==> config.mk <==
export PLATFORM = sky130hd
export DESIGN_NAME = writeback_arbiter
export DESIGN_NICKNAME = d
export VERILOG_FILES = /design/src/rtl/writeback_arbiter.sv
export SDC_FILE = /design/constraint.sdc
export NUM_CORES = 1
export LEC_CHECK = 0
export BUFFER_PORTS_ARGS = -buffer_cell sky130_fd_sc_hd__buf_4
export CAP_MARGIN = 20
export CORE_MARGIN = 2
export CORE_UTILIZATION = 53
export CTS_CLUSTER_DIAMETER = 50
export DETAILED_ROUTE_END_ITERATION = 10
export PLACE_DENSITY = 0.77
export REMOVE_ABC_BUFFERS = 1
export SLEW_MARGIN = 20
export SYNTH_ARGS = -nofsm -noshare
export SYNTH_HDL_FRONTEND = slang
export SYNTH_SLANG_ARGS = --single-unit
==> constraint.sdc <==
create_clock -name clk -period 2.62 [get_ports clk]
set_clock_uncertainty 0.05 [all_clocks]
set_input_delay 0.131 -clock clk [delete_from_list [all_inputs] [get_ports clk]]
set_output_delay 0.131 -clock clk [all_outputs]
set_load 0.005 [all_outputs]
==> src/rtl/writeback_arbiter.sv <==
// Purpose : merges single-cycle ALU results and buffered load results onto one register-file write port.
// Latency : one cycle from selection to a3/we3/wd3; a load may be buffered behind the ALU for longer.
// Backpress: ld_ready drops while the load buffer is full; stall_req asks for ALU gaps when a load starves.
//
// Ports:
//   clk, rst_n                    clock and asynchronous active-low reset
//   alu_valid/alu_rd/alu_data     ALU result, always accepted, highest priority
//   ld_valid/ld_rd/ld_data        load result offer; ld_ready accepts it
//   a3/we3/wd3                    registered register-file write port
//   q_addr/q_hit                  combinational hazard query against buffered loads
//   stall_req                     registered request to withhold alu_valid
module writeback_arbiter #(
    parameter int WIDTH          = 32,
    parameter int ADDRESS_LENGTH = 5,
    parameter int DEPTH          = 4,
    parameter int STARVE_LIMIT   = 8
) (
    input  logic                      clk,
    input  logic                      rst_n,
    input  logic                      alu_valid,
    input  logic [ADDRESS_LENGTH-1:0] alu_rd,
    input  logic [WIDTH-1:0]          alu_data,
    input  logic                      ld_valid,
    input  logic [ADDRESS_LENGTH-1:0] ld_rd,
    input  logic [WIDTH-1:0]          ld_data,
    output logic                      ld_ready,
    output logic [ADDRESS_LENGTH-1:0] a3,
    output logic                      we3,
    output logic [WIDTH-1:0]          wd3,
    input  logic [ADDRESS_LENGTH-1:0] q_addr,
    output logic                      q_hit,
    output logic                      stall_req
);

    localparam int PTR_W  = $clog2(DEPTH);
    localparam int CNT_W  = PTR_W + 1;
    localparam int WAIT_W = $clog2(STARVE_LIMIT + 1);

    logic [ADDRESS_LENGTH-1:0] buf_rd   [DEPTH];
    logic [WIDTH-1:0]          buf_data [DEPTH];
    logic [DEPTH-1:0]          buf_vld;
    logic [PTR_W-1:0]          rptr;
    logic [PTR_W-1:0]          wptr;
    logic [CNT_W-1:0]          count;
    logic [WAIT_W-1:0]         wait_cnt;

    logic                      full;
    logic                      empty;
    logic                      ld_acc;
    logic                      alu_wr;
    logic                      head_vld;
    logic                      pop;
    logic                      ld_drop;
    logic                      bypass;
    logic                      push;
    logic                      sel_we;
    logic [ADDRESS_LENGTH-1:0] sel_rd;
    logic [WIDTH-1:0]          sel_data;
    logic [WAIT_W-1:0]         wait_next;

    always_comb begin
        full     = (count == CNT_W'(DEPTH));
        empty    = (count == '0);
        ld_ready = !full;
        ld_acc   = ld_valid && !full;
        alu_wr   = alu_valid && (alu_rd != '0);
        head_vld = !empty && buf_vld[rptr];
        // A killed head is retired without a write even while the ALU owns the port.
        pop      = !empty && (!buf_vld[rptr] || !alu_wr);
        // Address 0 is a sink; a load racing a same-rd ALU write is older and loses.
        ld_drop  = (ld_rd == '0) || (alu_wr && (ld_rd == alu_rd));
        bypass   = ld_acc && !ld_drop && empty && !alu_wr;
        push     = ld_acc && !ld_drop && !bypass;

        sel_we   = 1'b0;
        sel_rd   = '0;
        sel_data = '0;
        if (alu_wr) begin
            sel_we   = 1'b1;
            sel_rd   = alu_rd;
            sel_data = alu_data;
        end else if (head_vld) begin
            sel_we   = 1'b1;
            sel_rd   = buf_rd[rptr];
            sel_data = buf_data[rptr];
        end else if (bypass) begin
            sel_we   = 1'b1;
            sel_rd   = ld_rd;
            sel_data = ld_data;
        end

        // Only a valid head can be left unpopped, so "not popped" means "waiting".
        if (empty || pop) begin
            wait_next = '0;
        end else if (head_vld && (wait_cnt != WAIT_W'(STARVE_LIMIT))) begin
            wait_next = wait_cnt + WAIT_W'(1);
        end else begin
            wait_next = wait_cnt;
        end
    end

    always_comb begin
        q_hit = 1'b0;
        for (int i = 0; i < DEPTH; i++) begin
            if (buf_vld[i] && (buf_rd[i] == q_addr)) begin
                q_hit = 1'b1;
            end
        end
        if (q_addr == '0) begin
            q_hit = 1'b0;
        end
    end

    always_ff @(posedge clk or negedge rst_n) begin
        if (!rst_n) begin
            rptr      <= '0;
            wptr      <= '0;
            count     <= '0;
            wait_cnt  <= '0;
            stall_req <= 1'b0;
            we3       <= 1'b0;
            a3        <= '0;
            wd3       <= '0;
        end else begin
            if (push) begin
                wptr <= wptr + PTR_W'(1);
            end
            if (pop) begin
                rptr <= rptr + PTR_W'(1);
            end
            case ({push, pop})
                2'b10:   count <= count + CNT_W'(1);
                2'b01:   count <= count - CNT_W'(1);
                default: count <= count;
            endcase
            wait_cnt  <= wait_next;
            stall_req <= (wait_next == WAIT_W'(STARVE_LIMIT));
            we3       <= sel_we;
            if (sel_we) begin
                a3  <= sel_rd;
                wd3 <= sel_data;
            end
        end
    end

    // Entry storage: a push claims its slot; a pop or a younger ALU write to the
    // same rd clears the valid bit. A pushed entry never matches alu_rd, since
    // such a load is dropped instead of buffered.
    always_ff @(posedge clk or negedge rst_n) begin
        if (!rst_n) begin
            buf_vld <= '0;
            for (int i = 0; i < DEPTH; i++) begin
                buf_rd[i]   <= '0;
                buf_data[i] <= '0;
            end
        end else begin
            for (int i = 0; i < DEPTH; i++) begin
                if (push && (wptr == PTR_W'(i))) begin
                    buf_vld[i]  <= 1'b1;
                    buf_rd[i]   <= ld_rd;
                    buf_data[i] <= ld_data;
                end else if ((pop && (rptr == PTR_W'(i))) ||
                             (alu_wr && (buf_rd[i] == alu_rd))) begin
                    buf_vld[i] <= 1'b0;
                end
            end
        end
    end

endmodule

==> results of run 1 <==
## routing by layer
layer,share of wire [%],GRT usage (%),vias up
met5,0,0,-
met4,1.9,6.59,0
met3,4.5,3.44,44
met2,50,45.5,225
met1,44,34.5,3908
li1,-,-,3404
## sequential cells by signal, summed over array words and instances (netlist names)
register	flops
buf_data	128
wd3	32
buf_rd	20
a3	5
buf_vld	4
wait_cnt	4
count	3
rptr	2
wptr	2
stall_req	1
we3	1
## repair_timing
| item | 4_1_cts | 5_1_grt |
|---|---|---|
| resized for setup | 0 | 10 |
| setup endpoints to repair | 0 | 7 |
| hold buffers | 80 | 0 |
| endpoints found under the hold margin | 262 | 0 |
| buffers inserted | 0 | 12 |
## path summary, 6_finish.rpt
path,start,to
worst max-delay path,alu_rd[3],wd3[31]
worst min-delay path,alu_rd[0],a3[0]
worst max register to register,rptr[1],wd3[31]
worst min register to register,a3[1],a3[1]
max in group asynchronous,rst_n,buf_data[42]
min in group asynchronous,rst_n,stall_req
## cells by family (layout without fill, tap and decap cells)
family	count (synthesis)	in the layout	share of synthesized area (%)
AOI/OAI and AO/OA	134	134	9.15
muxes	228	228	27.3
buffers and inverters	67	307	3.46
other	0	1	0
xor gates and xnor gates	52	52	4.37
and+or+nand+nor	126	126	5.70
DFF	202	202	48.5
adders and majority gates	12	12	1.51
## critical path: stages
cell	delay (ns)
dlygate4sd3_1	0.57
buf_6	0.16
or4_4	0.51
o21a_4	0.25
buf_12	0.17
a211oi_4	0.26
buf_6	0.15
buf_12	0.11
nand2_1	0.06
nand2_1	0.06
dlygate4sd3_1	0.53
## area by class of cell
type | instances | area (um2) | area share [%]
repair buffers | 253 | 2270 | 16.6
multi-input cells | 552 | 5090 | 37.2
clock inverters | 12 | 198 | 1.44
diodes | 1 | 2.50 | 0.0183
inverters | 10 | 37.5 | 0.274
clock buffers | 32 | 692 | 5.06
well taps | 265 | 332 | 2.42
flip-flops and latches | 202 | 5060 | 37.0
## placed cells by master, fill, tap and decap left out, drive strengths merged, types with 10 or more instances in the layout
cell / n
a22oi: 32
inv: 11
nor2: 12
xor2: 30
buf: 171
a21oi: 41
nand3: 11
mux2: 224
dfrtp: 202
xnor2: 22
o21ai: 10
nand2: 81
ha: 11
o2bb2ai: 32
clkbuf: 34
dlygate4sd3: 80
## metrics by stage
step / power, mW / hold WS [ns] / util, % / TNS [ns]
final: 16.8 / 0.142 / 70.5 / 0
after global routing: 17.8 / 0.179 / 70.5 / -0.00534
after CTS: 16.5 / 0.112 / 69.7 / 0
after detailed placement: 12.6 / 0.194 / 61.0 / 0
after global placement: 12.4 / 0.187 / 61.0 / 0
after floorplan: 10.3 / -0.215 / - / -168.88
## power by group
group | switching [mW] | internal [mW]
logic | 3.05 | 4.30
clock network | 1.36 | 2.28
registers | 1.11 | 4.71
total | 5.52 | 11.3
==> run metrics, run 1 <==
status completed; Yosys warnings 0; Layout area overhead 31.3%; Post-synth top cells dfrtp_1, mux2_2, nand2_1; Hold Path Stages 4; final cell count without fillers 1327; Most used DFF post-synth dfrtp_1; Pleak 6.26 nW; routed len/inst 20.3 um; Post-synth EDFFs 0; Slew Limit Headroom 50.5%; design area 0.0137 mm2; Worst Hold Class input port to register; fin. max-slew vios 0; top-count cell post-synth dfrtp_1; Cells after DPL 1189; critical path capture point type register; Final Hold Fails 0; Max Fclk 391 MHz; Critical Path RT 3.02 ns; num ports 124; Clock Latency Late Sink 0.51 ns; CP Max Fanout 23; minimum clock period 2.56 ns; Residual DRC 0; PortBufs 123; R2R cell count 9; die footprint 0.0208 mm2; number of max-cap violations 0; maximum VDD drop 0.572 mV; setup slack, reg-to-reg 0.12 ns; Yosys reg bits 202; clk root buf clkbuf_16; crit start category input port; Placed Area 0.0118 mm2; top post-synthesis cells by area dfrtp_1, mux2_2, mux2_4, nand2_1, o2bb2ai_1; Post-Syn Instances 821; row count 51; buffer levels on the longest clock path 3; final period utilization 97.7%; H-Tree Depth 1; Setup WS post-layout 0.0603 ns; Setup CP Type input port to register; post-synthesis sequential area ratio 48.5%; final setup violation count 0; core area 0.0194 mm2; CTS Buf Count 24; die height 144 um; Synth area leader dfrtp_1; Syn Area/Cell 12.7 um2; via count 7581; Final #Nets 1138; Cell Area, Synth 0.0104 mm2; Initial Util 53.7%; HPWL after DPL 16300 um; layout cells sized above 1 43.0%; CTS clk-pin slew, worst paths 0.06 ns; DP Worst Slack 0.127 ns; Die W 144 um; TritonCTS clock tree yes; initial DRC count 440; routability cong. 0.883; WL final 27000 um; Worst Max-Slew Pin Slew 0.742 ns; Synth cell types 40; pin count of the biggest net entering global routing 85; top-area cell type share of the netlist area 48.5%; global-route wire length before repair 42500 um; via-per-instance ratio 5.71; GRT overflow 0; Data arrival, critical path 2.96 ns; clk sinks 202; pwr dens 1230 mW/mm2; Routed Antenna Nets 0; fraction of registers with async set or reset after synthesis 100%; initial antenna violation count 1; vias in the first global route 7854; Filler Cell Count 1324; GRT Overall Usage 26.0%; Pre-Repair DR Iteration Count 4
Note: power is estimated with default switching activity, not from simulation.
==> inputs of run 2 (changes only) <==
- ABC_CLOCK_PERIOD_IN_PS: unset -> 2620
- PLACE_DENSITY: 0.77 -> unset
- PLACE_DENSITY_LB_ADDON: unset -> 0.12
==> run 2 against run 1 <==
  * Die area did not move
  * Setup slack improved by 0.029 ns
  * Power fell by 0.49%
  * Register-to-register slack got worse by 0.02 ns
  * Sequential power barely moved
  * Design area fell by 0.66%
  * Core utilization fell by 0.46 points
  * Non-clock buffer count fell by 12
  * Worst hold slack improved by 0.030 ns
  * Critical path depth fell by 3
  * Critical path type unchanged
  * Largest cell class unchanged
==> run metrics, run 2 (synthesized netlist as in run 1, its figures left out) <==
status completed; met1 Resource Use GR 35.2% (+0.72 points); final period utilization 96.6% (-1.1 points); Worst Hold Class input port to register; commonest non-fill, non-tap cells in the layout dfrtp_1, mux2_2, buf_4; Final #Nets 1128 (-0.88%); top flop regs buf_data (128), wd3 (32), buf_rd (20); most common cell after layout, fill and taps aside dfrtp_1; critical path capture point type register; Data arrival, critical path 2.94 ns (-0.02 ns); routability cong. 0.887 (+0.53%); pin count of the biggest net entering global routing 95 (+12%); minimum clock period 2.53 ns (-0.0294 ns); GRT Overall Usage 26.8% (+0.80 points); Pleak 6.21 nW (-0.93%); Slew Limit Headroom 44.9% (-5.7 points); maximum VDD drop 0.855 mV (+49%); buffer levels on the longest clock path 3 (unchanged); Max Fclk 395 MHz (+1.2%); Hold Path Stages 6 (+2); via count 7431 (-2.0%); R2R cell count 6 (-3); vias in the first global route 8093 (+3.0%); n_diodes 0 (-1); Routed Antenna Nets 0 (unchanged); GRT busiest layer met2; CP Max Fanout 41 (+78%); initial DRC count 309 (-30%); H-Tree Depth 1 (unchanged); pwr dens 1230 mW/mm2 (+0.17%); Filler Cell Count 1371 (+3.5%); crit start category input port; Layout area overhead 30.4%; via-per-instance ratio 5.64 (-1.2%); clk sinks 202 (unchanged); WL final 27400 um (+1.7%); row count 51 (unchanged); global-route wire length before repair 43500 um (+2.4%); die footprint 0.0208 mm2 (unchanged); hold_ws 0.172 ns (+0.0302 ns); hold path start alu_valid; hold endpoint wptr[0]; Setup CP Type input port to register; met2 GRT Util 46.9% (+1.4 points); Die W 144 um (unchanged); CTS Buf Count 26 (+8.3%); RSZ-0062 raised after global routing no; post-route setup TNS 0 ns (unchanged); RR Endpoint wd3[16]; Worst Max-Slew Pin Slew 0.827 ns (+0.0849 ns); Critical Path RT 3.03 ns (about the same); Residual DRC 0 (unchanged); layout cells sized above 1 41.9% (-1.1 points); routed len/inst 20.8 um (+2.5%); fin. max-slew vios 0 (unchanged); number of max-cap violations 0 (unchanged); clk root buf clkbuf_16; setup slack, reg-to-reg 0.10 ns (-0.02 ns); PortBufs 123 (unchanged); max reg flops 128 (unchanged); Clock Latency Late Sink 0.53 ns (+0.02 ns); CTS clk-pin slew, worst paths 0.06 ns (about the same); GRT overflow 0 (unchanged); Pre-Repair DR Iteration Count 4 (unchanged); final setup violation count 0 (unchanged); reg-to-reg startpoint rptr[1]; core area 0.0194 mm2 (unchanged); Initial Util 53.7% (unchanged); most flop-heavy register buf_data; die height 144 um (unchanged); Final Hold Fails 0 (unchanged); HPWL after DPL 16800 um (+3.5%); routing usage on met3 3.54% (+0.099 points); num ports 124 (unchanged); TritonCTS clock tree yes; initial antenna violation count 1 (unchanged)
run 2: layout make-up:
class | count | area [um2] | area share (%)
Clock buffer | 31 | 689 | 5.07
Clock inverter | 16 | 228 | 1.68
Inverter | 10 | 37.5 | 0.276
Multi-Input combinational cell | 552 | 5080 | 37.4
Sequential cell | 202 | 5060 | 37.2
Tap cell | 265 | 332 | 2.44
Timing Repair Buffer | 241 | 2170 | 15.9
run 2: worst max-delay path, stage by stage:
cell and delay [ns]:
dlygate4sd3_1 0.54, buf_4 0.17, or4_4 0.56, o21ai_4 0.18
buf_4 0.52, o2bb2ai_1 0.14, dlygate4sd3_1 0.61, nand2_1 0.07
run 2: power by group:
part | internal, mW | switching (mW)
logic | 4.13 | 2.99
registers | 4.71 | 1.11
clock network | 2.37 | 1.40
run 2: worst max path at each step:
stage	from	end	slack (ns)	cells after the start
final	alu_rd[1]	wd3[10]	0.09	8
after global routing	alu_rd[1]	wd3[10]	0.008	8
after CTS	rptr[1]	wd3[16]	0.05	6
after detailed placement	ld_rd[1]	count[2]	0.14	10
after global placement	ld_rd[1]	count[2]	0.17	10
after floorplan	rptr[1]	wd3[0]	-2.33	5
run 2: metal layers:
layer	vias to the layer above	share of wire (%)	wire length (um)
met2	176	51	14000
met3	45	3.3	907
met4	2	1.9	520
met1	3840	44	12000
li1	3368	-	-
met5	-	0.047	13
run 2: timing repair:
action / CTS / global route
resized for setup: 0 / 2
buffers inserted: 0 / 3
setup endpoints to repair: 0 / 9
hold buffers: 84 / 0
endpoints found under the hold margin: 276 / 0
run 2: metrics by stage:
step	setup slack, ns	utilization (%)	instances	area, um2	power (mW)
2_1_floorplan	-2.33	-	764	10100	10.3
3_3_place_gp	0.167	60.8	1183	11800	12.4
3_5_place_dp	0.136	60.8	1183	11800	12.7
4_1_cts	0.0473	69.9	1314	13600	16.7
5_1_grt	0.00806	70.1	1317	13600	17.6
6_report	0.0897	70.1	1317	13600	16.7
